$ cat src/rtl/jtframe_kabuki_pkg.sv
// Shared Kabuki definitions: key length, loader state encodings and key checksum helper.
// Used by the key loader, the Z80 decoder and their benches.
package jtframe_kabuki_pkg;

  localparam int unsigned KABUKI_KEY_BYTES = 11;
  localparam int unsigned KABUKI_ST_W      = 3;

  localparam logic [KABUKI_ST_W-1:0] KABUKI_ST_IDLE    = 3'd0;
  localparam logic [KABUKI_ST_W-1:0] KABUKI_ST_CAPTURE = 3'd1;
  localparam logic [KABUKI_ST_W-1:0] KABUKI_ST_PUSH_HI = 3'd2;
  localparam logic [KABUKI_ST_W-1:0] KABUKI_ST_PUSH_LO = 3'd3;
  localparam logic [KABUKI_ST_W-1:0] KABUKI_ST_DONE    = 3'd4;
  localparam logic [KABUKI_ST_W-1:0] KABUKI_ST_ERR     = 3'd5;

  typedef enum logic [KABUKI_ST_W-1:0] {
    ST_IDLE    = KABUKI_ST_IDLE,
    ST_CAPTURE = KABUKI_ST_CAPTURE,
    ST_PUSH_HI = KABUKI_ST_PUSH_HI,
    ST_PUSH_LO = KABUKI_ST_PUSH_LO,
    ST_DONE    = KABUKI_ST_DONE,
    ST_ERR     = KABUKI_ST_ERR
  } kabuki_state_t;

  // XOR of all key bytes; byte 0 sits in the MSBs of the packed key
  function automatic logic [7:0] kabuki_chk(input logic [KABUKI_KEY_BYTES*8-1:0] key);
    logic [7:0] x;
    x = '0;
    for (int unsigned i = 0; i < KABUKI_KEY_BYTES; i++) x ^= key[i*8 +: 8];
    return x;
  endfunction

endpackage

$ cat src/rtl/jtframe_kabuki_keyload.sv
// Kabuki key loader: captures the key set from the ioctl download and replays it into the
// decoder serial key port. Define JTFRAME_KABUKI_CHK_EN to require a trailing XOR checksum byte.
module jtframe_kabuki_keyload
  import jtframe_kabuki_pkg::*;
#(
  parameter int unsigned   AW       = 26,
  parameter logic [AW-1:0] KEY_ADDR = '0,
  parameter int unsigned   WE_HOLD  = 2,
  parameter int unsigned   WE_GAP   = 2
) (
  input  logic          clk,
  input  logic          rst,
  input  logic          downloading,
  input  logic [AW-1:0] ioctl_addr,
  input  logic [7:0]    ioctl_dout,
  input  logic          ioctl_wr,
  output logic [7:0]    prog_data,
  output logic          prog_we,
  output logic          kabuki_en,
  output logic          busy,
  output logic          key_err
);

  localparam int unsigned IW = 4;
  localparam int unsigned CW = 4;
`ifdef JTFRAME_KABUKI_CHK_EN
  localparam int unsigned WIN = KABUKI_KEY_BYTES + 1;
`else
  localparam int unsigned WIN = KABUKI_KEY_BYTES;
`endif
  localparam logic [IW-1:0] LAST_IDX = IW'(KABUKI_KEY_BYTES - 1);
  localparam logic [CW-1:0] HOLD_LD  = CW'(WE_HOLD - 1);
  localparam logic [CW-1:0] GAP_LD   = CW'(WE_GAP - 1);

  kabuki_state_t  state, state_nxt;
  logic           dl_q, dl_rise, dl_fall;
  logic [7:0]     key_buf [WIN];
  logic [7:0]     buf_nxt [WIN];
  logic [WIN-1:0] mask, mask_wr, mask_nxt;
  logic [IW-1:0]  idx, idx_nxt;
  logic [CW-1:0]  cnt, cnt_nxt;
  logic [7:0]     prog_data_nxt;
  logic           prog_we_nxt, kabuki_en_nxt, busy_nxt, key_err_nxt;
  logic [AW-1:0]  off;
  logic [IW-1:0]  wr_idx;
  logic           wr_hit;
  logic [7:0]     first_byte, next_byte;
  logic           chk_ok, complete;

  assign dl_rise = downloading & ~dl_q;
  assign dl_fall = ~downloading & dl_q;
  assign off     = ioctl_addr - KEY_ADDR;
  assign wr_idx  = off[IW-1:0];
  assign wr_hit  = (state == ST_CAPTURE) && ioctl_wr && (off < AW'(WIN));

  // Buffer/mask view including this cycle's write, so a write on the download's last cycle counts
  always_comb begin
    mask_wr = mask;
    for (int unsigned i = 0; i < WIN; i++) begin
      buf_nxt[i] = key_buf[i];
      if (wr_hit && wr_idx == IW'(i)) begin
        buf_nxt[i] = ioctl_dout;
        mask_wr[i] = 1'b1;
      end
    end
  end

  always_comb begin
    first_byte = buf_nxt[0];
    next_byte  = '0;
    for (int unsigned i = 1; i < KABUKI_KEY_BYTES; i++) begin
      if (idx == IW'(i - 1)) next_byte = buf_nxt[i];
    end
  end

`ifdef JTFRAME_KABUKI_CHK_EN
  logic [KABUKI_KEY_BYTES*8-1:0] key_vec;

  always_comb begin
    key_vec = '0;
    for (int unsigned i = 0; i < KABUKI_KEY_BYTES; i++) begin
      key_vec[(KABUKI_KEY_BYTES-1-i)*8 +: 8] = buf_nxt[i];
    end
    chk_ok = (kabuki_chk(key_vec) == buf_nxt[KABUKI_KEY_BYTES]);
  end
`else
  assign chk_ok = 1'b1;
`endif

  assign complete = (mask_wr == '1) && chk_ok;

  // Next state and registered outputs; a new download start overrides everything
  always_comb begin
    state_nxt     = state;
    idx_nxt       = idx;
    cnt_nxt       = (cnt != '0) ? cnt - CW'(1) : cnt;
    mask_nxt      = mask_wr;
    prog_data_nxt = prog_data;
    prog_we_nxt   = prog_we;
    kabuki_en_nxt = kabuki_en;
    busy_nxt      = busy;
    key_err_nxt   = key_err;
    if (dl_rise) begin
      state_nxt     = ST_CAPTURE;
      idx_nxt       = '0;
      mask_nxt      = '0;
      prog_we_nxt   = 1'b0;
      kabuki_en_nxt = 1'b0;
      busy_nxt      = 1'b0;
      key_err_nxt   = 1'b0;
    end else begin
      case (state)
        ST_CAPTURE: begin
          if (dl_fall) begin
            if (complete) begin
              state_nxt     = ST_PUSH_HI;
              idx_nxt       = '0;
              cnt_nxt       = HOLD_LD;
              prog_data_nxt = first_byte;
              prog_we_nxt   = 1'b1;
              busy_nxt      = 1'b1;
            end else begin
              state_nxt     = ST_ERR;
              key_err_nxt   = 1'b1;
              kabuki_en_nxt = 1'b0;
            end
          end
        end
        ST_PUSH_HI: begin
          if (cnt == '0) begin
            state_nxt   = ST_PUSH_LO;
            cnt_nxt     = GAP_LD;
            prog_we_nxt = 1'b0;
          end
        end
        ST_PUSH_LO: begin
          if (cnt == '0) begin
            if (idx == LAST_IDX) begin
              state_nxt     = ST_DONE;
              busy_nxt      = 1'b0;
              kabuki_en_nxt = 1'b1;
            end else begin
              state_nxt     = ST_PUSH_HI;
              idx_nxt       = idx + IW'(1);
              cnt_nxt       = HOLD_LD;
              prog_data_nxt = next_byte;
              prog_we_nxt   = 1'b1;
            end
          end
        end
        default: ;
      endcase
    end
  end

  always_ff @(posedge clk or posedge rst) begin
    if (rst) begin
      state     <= ST_IDLE;
      dl_q      <= 1'b0;
      mask      <= '0;
      idx       <= '0;
      cnt       <= '0;
      prog_data <= '0;
      prog_we   <= 1'b0;
      kabuki_en <= 1'b0;
      busy      <= 1'b0;
      key_err   <= 1'b0;
    end else begin
      state     <= state_nxt;
      dl_q      <= downloading;
      mask      <= mask_nxt;
      idx       <= idx_nxt;
      cnt       <= cnt_nxt;
      prog_data <= prog_data_nxt;
      prog_we   <= prog_we_nxt;
      kabuki_en <= kabuki_en_nxt;
      busy      <= busy_nxt;
      key_err   <= key_err_nxt;
    end
  end

  // Key storage survives reset and new downloads; only the mask tracks validity
  always_ff @(posedge clk) begin
    for (int unsigned i = 0; i < WIN; i++) key_buf[i] <= buf_nxt[i];
  end

endmodule

$ cat config.mk
export PLATFORM = sky130hd
export DESIGN_NAME = jtframe_kabuki_keyload
export DESIGN_NICKNAME = d
export VERILOG_FILES = /design/src/rtl/jtframe_kabuki_pkg.sv /design/src/rtl/jtframe_kabuki_keyload.sv
export SDC_FILE = /design/constraint.sdc
export NUM_CORES = 1
export LEC_CHECK = 0
export ABC_AREA = 0
export BUFFER_PORTS_ARGS = -buffer_cell sky130_fd_sc_hd__buf_2
export CELL_PAD_IN_SITES_DETAIL_PLACEMENT = 0
export CELL_PAD_IN_SITES_GLOBAL_PLACEMENT = 2
export CORE_AREA = 5 5 128 130
export CTS_CLUSTER_DIAMETER = 100
export DETAILED_ROUTE_END_ITERATION = 6
export DIE_AREA = 0 0 133 135
export PLACE_DENSITY = 0.88
export SLEW_MARGIN = 40
export SYNTH_ARGS = -nofsm -noshare
export SYNTH_HDL_FRONTEND = slang
export SYNTH_SLANG_ARGS = --single-unit
$ cat constraint.sdc
create_clock -name clk -period 7.47 [get_ports clk]
set_clock_uncertainty 0.1 [all_clocks]
set_input_delay 1.1205 -clock clk [delete_from_list [all_inputs] [get_ports clk]]
set_output_delay 1.1205 -clock clk [all_outputs]
set_load 0.1 [all_outputs]
==> flow_summary.ini <==
[outcome]
run_status = complete, no violations

[cells_and_area]
layout_cell_share_with_drive_strength_beyond_1_pct = 25.9
finished_layout_cell_area_sq_um = 7010
antennaDiodeCount = 0
finalCoreUtilization_pct = 46.7
finalNetCount = 694
final_common_cell = dfxtp_1
layout.filler_cells = 1410
area_overhead_vs_synth_pct = 16.7
finalNonFillerCells = 849
mostFrequentLayoutCells = 88 x dfxtp_1, 66 x mux2_2, 63 x nand2_1

[grt]
globalRouteOverflowTotal = 0
grt_antenna_before_repair = 0
grt_start_max_net_pins = 36
global_route.usage.total_pct = 19.0
grt_pass1_wl_mm = 26.7
first_global_vias = 4850

[timing]
final-setup-viol-count = 0
fmax_mhz = 228
worst_slew_margin_rel_pct = 46.6
worst_slack_setup_final_ns = 3.08
drv_slew = 0
timing.final.hold_violations = 0
fin_tns_setup_ns = 0
min_period_ns = 4.39
worst-slew-pin-transition_ns = 0.798
rsz0062_at_grt = no
final.hold.worst_slack_ns = 0.336
period_share_pct = 58.8

[logic_synthesis]
synth_top_cell_by_area = dfxtp_1
synth-edff-count = 0
synth_cells = 611
synth.yosys.seq_area_share_pct = 43.9
postSynth.topFlopCell = dfxtp_1
post-synth-top-area-fraction_pct = 29.3
synth.top_cells.by_area = dfxtp_1 29%, dfrtp_1 15%, mux2_2 12%, nand2_1 3.9%, nor2_1 2.3%
post_synth_instance_area_sq_um = 6010
mappedNetlistNets = 657
yosysWarningCount = 0
postSynth.asyncResetShare_pct = 28.5
synth_seq_cells = 123
yosys.cell_types.count = 69
mean_syn_cell_area_sq_um = 9.84

[placed_design]
post-dp-hpwl_mm = 11.7
gp_congestion = 0.819
preCtsSetupSlack_ns = 2.66
placedInstanceArea_sq_um = 6400
place_inst = 817
portBuffers = 49

[worst_setup_path]
setup.worst_path.end_class = flip-flop
critPathArrivalTime_ns = 4.60
startpoint_type = input port
crit_path_frequent_cell = a211o_1
critPathTopFamily = simple AND/OR/NAND/NOR gates
critical_path_top_delay_cell = nor4_4
timing.critical_path.buf_inv = 1
worst-setup-path-type = in -> reg
cp_cell_sequence = buf_2 > nor4_1 > nand4_2 > nor4_4 > mux2_2 > a221o_1 > a211o_1 > a211o_1 > a22o_1
critical_path_required_ns = 7.68
crit_path_max_incr_delay_ns = 0.83
worstPathMaxFanout = 16

[drt]
detailedRoute.firstIterationViolations = 304
drcViolationCount = 0
route.detailed.wl_per_inst_um = 19.4
vias_per_cell = 5.74
drt.antenna.violating_nets = 0
via_count = 4873
detail_route.first_pass.iterations = 5
wl_mm = 16.5

[clock_network]
cts_hold_buf = 0
ctsLongestPathBuffers = 2
htree_levels = 4
cts_post_setup_buffers_inserted = 0
clkSinkCount = 123
cts_tree = yes
worstSkewPairLatency_ns = 0.42
ctsRootBufferMaster = clkbuf_16
cts_resized = 0
worst_path_clk_slew_ns = 0.06
cts_buf_count = 17

[floorplan]
dieHeight_um = 135
initial_core_util_pct = 40.0
die_x_um = 133
placementRows = 45
core_region_sq_um = 15000
design.portCount = 50
dieArea_sq_um = 18000

[hold_path]
classification_of_the_worst_slack_hold_path = reg -> reg

[flow_run]
maxCapViolCount = 0

[power_and_ir_drop]
vdd.ir_drop.worst_v = 0.000213
power-per-cell-area_nw_per_um2 = 275
totalPowerFinal_mw = 1.93
power.static_leakage_nw = 3.13
==> layout make-up <==
cell class / instances / area [sq um] / area share [%]
sequential: 123 / 2640 / 37.6
timing repair buffer: 53 / 275 / 3.92
inverter: 24 / 90.1 / 1.28
clock inverter: 10 / 113 / 1.61
multi-input combinational: 429 / 3170 / 45.2
tap: 188 / 235 / 3.35
clock buffer: 22 / 495 / 7.06
==> state kept, by name, summed over array words and instances, names as in the netlist, 3 cells and up <==
signal,flops
key_buf,88
mask,11
prog_data,8
cnt,4
idx,4
state,3
==> metal layers <==
layer	vias to the layer above	wire length, um	global-route usage, %
met5	-	0	0
met1	2413	8020	26.3
met4	0	146	4.73
li1	2328	-	-
met3	11	827	4.99
met2	121	7510	29.4
==> where the power goes <==
part           total (mW)  switching (mW)  internal (mW)
Clock               0.834           0.298          0.536
Sequential          0.724          0.0337          0.690
Combinational       0.372           0.264          0.108
==> worst reg2reg max path: cells and delay by family (launching register included) <==
family	cells	cell delay, ns
flip-flops	1	0.53
AND/OR/NAND/NOR	2	1.30
multiplexers	1	0.42
AO/OA/AOI/OAI	5	1.58
==> final timing paths <==
| kind | from | end | slack, ns | cells after the start |
|---|---|---|---|---|
| max reg2reg | state[0] | prog_data[1] | 3.43 | 8 |
| max in group asynchronous | rst | prog_data[0] | 6.19 | 3 |
| min in group asynchronous | rst | mask[1] | 0.71 | 3 |
| min reg2reg | key_buf[8][4] | key_buf[8][4] | 0.34 | 2 |
| max | ioctl_addr[15] | prog_data[1] | 3.08 | 9 |
| min | key_buf[8][4] | key_buf[8][4] | 0.34 | 2 |
==> cells in the mapped netlist, types with 7 or more instances <==
| master | instances |
|---|---|
| nand3_1 | 12 |
| o21ai_0 | 22 |
| a22o_1 | 9 |
| dfxtp_1 | 88 |
| nor2b_1 | 8 |
| nand2_1 | 63 |
| a21oi_1 | 17 |
| mux2_2 | 66 |
| inv_1 | 23 |
| nor2_1 | 37 |
| mux2i_1 | 9 |
| dfrtp_1 | 35 |
| nand2b_1 | 7 |
| a31oi_1 | 10 |
| nor4_1 | 13 |
| a211o_1 | 8 |
| clkbuf_1 | 25 |
| ha_1 | 8 |
| and2_1 | 14 |
==> logic make-up after synthesis <==
logic type      synth area share, %
compound gates                 17.8
simple gates                   17.7
xor+xnor                      0.291
buf+inv                        4.02
fa+ha+maj                      1.66
mux                            14.6
flops                          43.9
Note: power is estimated with default switching activity, not from simulation.
